===== config.mk =====
export PLATFORM = sky130hd
export DESIGN_NAME = alu_op_issue
export DESIGN_NICKNAME = d
export VERILOG_FILES = /design/src/rtl/alu_op_issue.sv
export SDC_FILE = /design/constraint.sdc
export NUM_CORES = 1
export LEC_CHECK = 0
export CAP_MARGIN = 0
export CORE_MARGIN = 2
export CORE_UTILIZATION = 45
export CTS_CLUSTER_SIZE = 12
export DETAILED_ROUTE_END_ITERATION = 6
export DONT_BUFFER_PORTS = 1
export GPL_ROUTABILITY_DRIVEN = 0
export MAX_ROUTING_LAYER = met4
export PLACE_DENSITY_LB_ADDON = 0.1
export SETUP_SLACK_MARGIN = 0.02
export SKIP_CTS_REPAIR_TIMING = 1
export SLEW_MARGIN = 20
export SYNTH_ARGS = -nofsm -noshare
export SYNTH_HDL_FRONTEND = slang
export SYNTH_SLANG_ARGS = --single-unit

===== constraint.sdc =====
create_clock -name clk -period 2.5 [get_ports clk]
set_input_delay 0.25 -clock clk [delete_from_list [all_inputs] [get_ports clk]]
set_output_delay 0.25 -clock clk [all_outputs]
set_load 0.02 [all_outputs]

===== src/rtl/alu_op_issue.sv =====
// alu_op_issue: decodes RV32 instruction fields into a 4-bit ALU operation code and queues the
// result, with its destination tag, in a 2-entry FIFO for a downstream ALU.
//
// Ports:
//   clk             rising-edge clock
//   reset           synchronous active-high reset
//   in_valid_i      decoded instruction fields present this cycle
//   in_ready_o      block accepts a field set this cycle (registered: FIFO not full)
//   opcode_i        instruction bits [6:0]
//   funct3_i        instruction bits [14:12]
//   funct7b5_i      instruction bit 30
//   tag_i           destination register index, carried through unchanged
//   out_valid_o     head entry valid
//   out_ready_i     consumer takes the head entry this cycle
//   ALU_Operation_o ALU operation code of the head entry
//   tag_o           tag of the head entry
//   illegal_o       head entry came from an unsupported encoding
//   illegal_cnt_o   saturating count of accepted illegal entries (ALU_OP_ILLEGAL_CNT_EN only)
//
// Optional feature macro: ALU_OP_ILLEGAL_CNT_EN adds the illegal_cnt_o port and its counter.

module alu_op_issue (
  input  logic       clk,
  input  logic       reset,
  input  logic       in_valid_i,
  output logic       in_ready_o,
  input  logic [6:0] opcode_i,
  input  logic [2:0] funct3_i,
  input  logic       funct7b5_i,
  input  logic [4:0] tag_i,
  output logic       out_valid_o,
  input  logic       out_ready_i,
  output logic [3:0] ALU_Operation_o,
  output logic [4:0] tag_o,
  output logic       illegal_o
`ifdef ALU_OP_ILLEGAL_CNT_EN
  ,
  output logic [7:0] illegal_cnt_o
`endif
);

  localparam logic [3:0] OpAdd = 4'b0000;
  localparam logic [3:0] OpSub = 4'b0001;
  localparam logic [3:0] OpXor = 4'b0010;
  localparam logic [3:0] OpOr  = 4'b0011;
  localparam logic [3:0] OpAnd = 4'b0100;
  localparam logic [3:0] OpSll = 4'b0101;
  localparam logic [3:0] OpSrl = 4'b0111;
  localparam logic [3:0] OpOri = 4'b1000;
  localparam logic [3:0] OpLui = 4'b1001;

  typedef enum logic [1:0] {StEmpty, StOne, StTwo} state_e;

  // Entry layout: {op[3:0], tag[4:0], illegal}
  logic [3:0] dec_op;
  logic       dec_ill;
  logic [9:0] dec_entry;
  logic [9:0] head_q, head_d, tail_q, tail_d;
  state_e     state_q, state_d;
  logic       accept, pop;

  always_comb begin
    dec_op  = OpAdd;
    dec_ill = 1'b0;
    case (opcode_i)
      7'b0110011: begin
        case (funct3_i)
          3'b000:  dec_op = funct7b5_i ? OpSub : OpAdd;
          3'b100:  dec_op = OpXor;
          3'b110:  dec_op = OpOr;
          3'b111:  dec_op = OpAnd;
          3'b001:  if (!funct7b5_i) dec_op = OpSll; else dec_ill = 1'b1;
          3'b101:  if (!funct7b5_i) dec_op = OpSrl; else dec_ill = 1'b1;
          default: dec_ill = 1'b1;
        endcase
      end
      7'b0010011: begin
        case (funct3_i)
          3'b000:  dec_op = OpAdd;
          3'b100:  dec_op = OpXor;
          3'b110:  dec_op = OpOri;
          3'b111:  dec_op = OpAnd;
          3'b001:  if (!funct7b5_i) dec_op = OpSll; else dec_ill = 1'b1;
          3'b101:  if (!funct7b5_i) dec_op = OpSrl; else dec_ill = 1'b1;
          default: dec_ill = 1'b1;
        endcase
      end
      7'b0110111: dec_op = OpLui;
      7'b0000011: dec_op = OpAdd;
      7'b0100011: dec_op = OpAdd;
      7'b1100011: begin
        if (funct3_i == 3'b000 || funct3_i == 3'b001) dec_op = OpSub;
        else dec_ill = 1'b1;
      end
      default: dec_ill = 1'b1;
    endcase
    // Unsupported encodings always report ADD alongside the illegal flag.
    if (dec_ill) dec_op = OpAdd;
  end

  assign dec_entry = {dec_op, tag_i, dec_ill};

  assign in_ready_o  = (state_q != StTwo);
  assign out_valid_o = (state_q != StEmpty);
  assign accept      = in_valid_i & in_ready_o;
  assign pop         = out_valid_o & out_ready_i;

  always_comb begin
    state_d = state_q;
    head_d  = head_q;
    tail_d  = tail_q;
    unique case (state_q)
      StEmpty: begin
        if (accept) begin
          head_d  = dec_entry;
          state_d = StOne;
        end
      end
      StOne: begin
        if (accept && pop) begin
          head_d = dec_entry;
        end else if (accept) begin
          tail_d  = dec_entry;
          state_d = StTwo;
        end else if (pop) begin
          state_d = StEmpty;
        end
      end
      StTwo: begin
        if (pop) begin
          head_d  = tail_q;
          state_d = StOne;
        end
      end
      default: state_d = StEmpty;
    endcase
  end

  always_ff @(posedge clk) begin
    if (reset) begin
      state_q <= StEmpty;
      head_q  <= '0;
      tail_q  <= '0;
    end else begin
      state_q <= state_d;
      head_q  <= head_d;
      tail_q  <= tail_d;
    end
  end

  assign ALU_Operation_o = head_q[9:6];
  assign tag_o           = head_q[5:1];
  assign illegal_o       = head_q[0];

`ifdef ALU_OP_ILLEGAL_CNT_EN
  logic [7:0] illegal_cnt_q;

  always_ff @(posedge clk) begin
    if (reset) begin
      illegal_cnt_q <= '0;
    end else if (accept && dec_ill && (illegal_cnt_q != 8'hff)) begin
      illegal_cnt_q <= illegal_cnt_q + 8'd1;
    end
  end

  assign illegal_cnt_o = illegal_cnt_q;
`endif

endmodule

Yosys cells after proc, flatten, opt, wreduce, memory -nomap -nowiden
Cells that the tools add are included.

Bitwise gates (word level): 3. Reduce and logical (&&, ||, !) cells: 13. Shift operators: 0. $lt $le $gt $ge: 0. $add $sub $neg: 0. Div/mod/pow operators: 0. Multiplexer cells: 22. $mul: 0. Eq/ne operators: 19.

Operator list (number): 2-to-1 mux 10 bit (3); case mux 10 bit (3 select lines) (1); == test 7 x 6 -> 1 bit, second input constant (3); case mux 4 bit (5 select lines) (1); case mux 3 bit (6 select lines) (1); case mux 4 bit (4 select lines) (1); == test 3 bit, second input constant (4); 2-to-1 mux 2 bit (5); inequality test 2 bit, second input constant (5); AND reduction 4 bit (2); == test 7 x 2 -> 1 bit, second input constant (1); == test 7 x 5 -> 1 bit, second input constant (1); == test 7 bit, second input constant (1); 2-to-1 mux 3 bit (2); case mux 2 bit (3 select lines) (1); 2-to-1 mux 1 bit (4); 2-to-1 mux 4 bit (1); OR reduction 2 bit (2); OR reduction 4 bit (1); == test 3 x 1 -> 1 bit, second input constant (1); logical NOT 3 bit (1); inequality test 3 bit, second input constant (1); case mux 1 bit (3 select lines) (1); AND reduction 3 bit (1); 11 further kinds (12).

RAM bits: 0. Memories: 0. Latch bits: 0. Word-level logic and storage cells: 60. Output and inout bits: 12. Bits in read-only memories: 0. Register bits: 22. Input port bits: 20.

Longest topological paths before layout
Depth after elaboration: 7. Mapped depth: 6. Depth with buffers taken out: 5.

Worst setup path after synthesis
No wires, ideal clock.

Path type: register to register. From: register state_q[0]. To: register head_q[9]. Arrival: 1.427 ns. Slack: 0.985 ns. Buffers on the path: 1. Clock period less this slack: 1.515 ns. Data required time: 2.412 ns. Stages on the path, launching flop included: 5. Library setup time: 0.088 ns. Path through: dfxtp_1 > and2b_4 > buf_6 > or4_1 > a311oi_2.

Cells in the longest elaborated chain, start to end: 5. Elaborated cells on any way between the ends: 14. Classes of those cells: eq/ne (6); mux (1); bitwise (2); reduce/logical (5).

Ends and longest elaborated chain: start, declared (line 59) `state_e state_q, state_d;`; start signal, assigned (line 141) `state_q <= StEmpty;`; start signal, assigned (line 145) `state_q <= state_d;`; inequality test 2 bit / nonzero test 2 bit (equally long branches) (line 103, 104); bitwise AND 1 bit (on tied branches) (line 105, 106); logical AND 1 bit (line 120) `if (accept && pop) begin`; inequality test 2 bit (no source line); AND reduction 4 bit (no source line); end signal, assigned (line 142) `head_q <= '0;`; end signal, assigned (line 146) `head_q <= head_d;`; end, declared (line 58) `logic [9:0] head_q, head_d, tail_q, tail_d;`.

Several ways; a longest one is shown, not always the timed one. A chain may end at the register's enable or synchronous reset.

Worst setup path after layout
From: register state_q[1]. To: register head_q[6].

Same word-level chain as after synthesis.

==> run summary <==
Entering global routing, the biggest net connects 23 pins. The share of flip-flops with an asynchronous set or reset was 0%. The delay of the slowest cell on the worst path is 580 ps. For the total congestion overflow after global routing, the log shows 0. In this run, synthesis inferred 0 flip-flops with an integrated enable. After floorplanning, the core was sized to cover 2477 sq um.

Input and output buffers added on the ports amount to 0. The worst endpoint data arrival time is 1910 ps, and the count of max-cap constraint violations is 0. For the count of non-filler cells in the finished layout, the log shows 170. The kind of path behind the tightest hold check is input port to flop. Clock-pin slew was measured on the worst setup and hold paths at 130 ps. The detail route stage leaves a number of antenna-violating nets equal to 0. For the initial antenna violation count, the log shows 0. The worst setup path is launched from a flop. The routed design has 2481 microns of wire. Global routing used 16.38% of the available tracks. TritonCTS built the clock tree.

The post-route netlist has 13.57% of its cells at a drive strength greater than 1. The post-layout minimum cycle time is 1690 ps, and the total of warnings raised by yosys is 0. The tools report the gate count of the mapped netlist as 139. The flow ran to the end, and the final reports show no timing, DRC or antenna violations. After synthesis, the cell types taking the most area are sky130_fd_sc_hd__dfxtp_1, sky130_fd_sc_hd__nand2_1, sky130_fd_sc_hd__a311oi_1. The critical-path maximum fanout was 18. The cell with the largest stage delay on the worst path is sky130_fd_sc_hd__o21ai_2.

Counting every sink on the clock net gives 22. Setup slack on the worst reg-to-reg path comes out at 810 ps. The number of distinct standard cells referenced by the synthesized netlist is 41. Detailed placement finished with a half-perimeter wire length of 1816 microns. Among all flip-flop cells after synthesis, the most frequent one is sky130_fd_sc_hd__dfxtp_1. The die covers 3048 sq um. The count of placed standard cells including taps is 165. The tools report the largest clock skew in the final design as 10.58 ps.

The first TritonRoute pass finished after 4 iterations. Once the floorplan was initialized, standard cells occupied 47.63% of the core. The number of core rows is 18.

The die is 55.21 microns tall. Area growth from synthesis to layout: 4.772%. Total inserted antenna cells: 0. Dividing total power by cell area gives a power density of 614.2 nW/um^2. For this run, the top clock speed supported by timing is 591.8 MHz. The run gives 0.4236 mV as the worst vdd rail ir drop.

For the cell area after technology mapping, the log shows 1180 sq um. The first global-routing pass estimated 3946 microns of wire. After detailed routing, the number of vias per cell comes to 5.918. The critical path in this run is classified as flop to flop.

For this design the static power due to leakage is 0.4276 nW. For the post-detailed-placement cell area, the log shows 1174 sq um. The net count after synthesis came out at 159. The signal on the critical path passes through nand2b_1, o21ai_2, o21ai_0, a311oi_1.

At the pin with the least slew margin, the transition time is 834.2 ps. The number of DRC violations after detailed routing is 0. Each instance of the synthesized netlist takes up on average 8.488 sq um.

The I/O pin count came out at 32. The tree is rooted in a sky130_fd_sc_hd__clkbuf_4. Number of buffers on the longest clock path: 2. Sequential-to-total area share from yosys stat: 37.33%. The final layout contains 161 nets. The later pin in the worst-skew pair is clocked with a latency of 310 ps.

Summing all non-filler instances in the final layout gives an area of 1236 sq um. From left edge to right edge, the die measures 55.21 microns. Setup violations remaining at the end of the flow were counted as 0. After synthesis, the largest area contributor takes up 37.33% of total cell area. Most area-hungry cell type in the Yosys netlist: sky130_fd_sc_hd__dfxtp_1. The first routing iteration left 20 violations.

The number of H-tree branching levels was 1. In this run, CTS created clock tree buffers numbering 3. The worst reg2reg path depth was 4; the post-route setup TNS was 0 ps. Across all hold checks on the routed design, the worst slack comes to 55.99 ps. The worst hold path passes through 2 cells. Setup repair after global routing left no endpoint under its margin. The number of global-route vias before repair came out at 825. The tightest slew margin relative to the limit was 44.20%. After layout, the worst path uses 67.59% of the clock period.

The logs give 0 for the number of hold violations in the final report and 2720 ps for the data required time at the worst endpoint. Number of max-slew violations in the final report: 0. STA classifies the critical path endpoint as a flop. The number of flip-flops and latches in the synthesized netlist is 22, and the detailed-route wire length per cell is 14.59 microns.

For this run, the share of the core covered by cells in the final layout is 49.90%. The routed via count is 1,006.
critical path: cells and delay by family, from the launching register on:
family	cells	cell delay, ps
AO/OA/AOI/OAI	3	1000
AND/OR/NAND/NOR	1	220
flip-flops	1	400
through the flow:
step	total power, mW	setup WS, ps
after floorplan	0.4867	984.8
after global placement	0.4895	897.7
after detailed placement	0.4920	815.6
after CTS	0.7610	794.4
after global routing	0.7916	664.9
final	0.7592	810.3
cells by family (layout without fill, tap and decap cells):
kind of cell,Yosys count,count (layout),share of synthesized area (%)
compound gates,35,35,23.44
simple gates,72,72,32.45
buf+inv,9,10,5.937
mux,1,1,0.8484
flops,22,22,37.33
sequential cells by signal (all words and copies together) (netlist names):
signal / flops
head_q: 10
tail_q: 10
state_q: 2
cells in the final DEF, fill, tap and decap left out, types with 2 or more instances in the layout:
cell type / count
sky130_fd_sc_hd__a211o_1: 2
sky130_fd_sc_hd__a21oi_1: 8
sky130_fd_sc_hd__a311oi_1: 11
sky130_fd_sc_hd__buf_4: 2
sky130_fd_sc_hd__clkbuf_4: 3
sky130_fd_sc_hd__dfxtp_1: 22
sky130_fd_sc_hd__nand2_1: 31
sky130_fd_sc_hd__nand2b_1: 4
sky130_fd_sc_hd__nand2b_4: 2
sky130_fd_sc_hd__nand3_1: 2
sky130_fd_sc_hd__nand3b_1: 4
sky130_fd_sc_hd__nor2_1: 17
sky130_fd_sc_hd__nor3b_1: 2
sky130_fd_sc_hd__o21ai_0: 2
sky130_fd_sc_hd__or4b_2: 2
synthesized netlist by cell type (all sizes together) (2+ instances only):
cell and count:
nand3 2, and2b 2, nand3b 5, nor2 17
nor3b 2, dfxtp 22, a211o 2, o21ai 3
a21oi 8, clkbuf 3, buf 3, nand2 31
a311oi 12, or4b 2, inv 2, nand2b 6
power breakdown:
group | internal, mW | switching, mW
Combinational | 0.0401 | 0.0487
Sequential | 0.370 | 0.0306
Clock | 0.162 | 0.108
Total | 0.572 | 0.187
cell type report:
| type | instances | area, sq um |
|---|---|---|
| flip-flops and latches | 22 | 440.4 |
| well taps | 30 | 37.54 |
| fillers | 249 | 1241 |
| clock inverters | 1 | 30.03 |
| clock buffers | 3 | 22.52 |
| multi-input cells | 108 | 669.4 |
| repair buffers | 3 | 25.02 |
| inverters | 3 | 11.26 |
path summary, 6_finish.rpt:
path | startpoint | to
max | state_q[1] | head_q[6]
min | tag_i[3] | tail_q[4]
max reg2reg | state_q[1] | head_q[6]
min reg2reg | tail_q[8] | tail_q[8]
per-layer routing:
metal / track usage (%) / wire length (microns) / vias up / part of all wire (%)
met5: - / 0 / - / 0
met4: 6.272 / 20 / 0 / 0.81
met3: 7.260 / 208 / 2 / 8.4
met2: 23.30 / 1126 / 35 / 45
met1: 20.38 / 1126 / 465 / 45
li1: - / - / 504 / -
(Power assumes the default switching activity.)
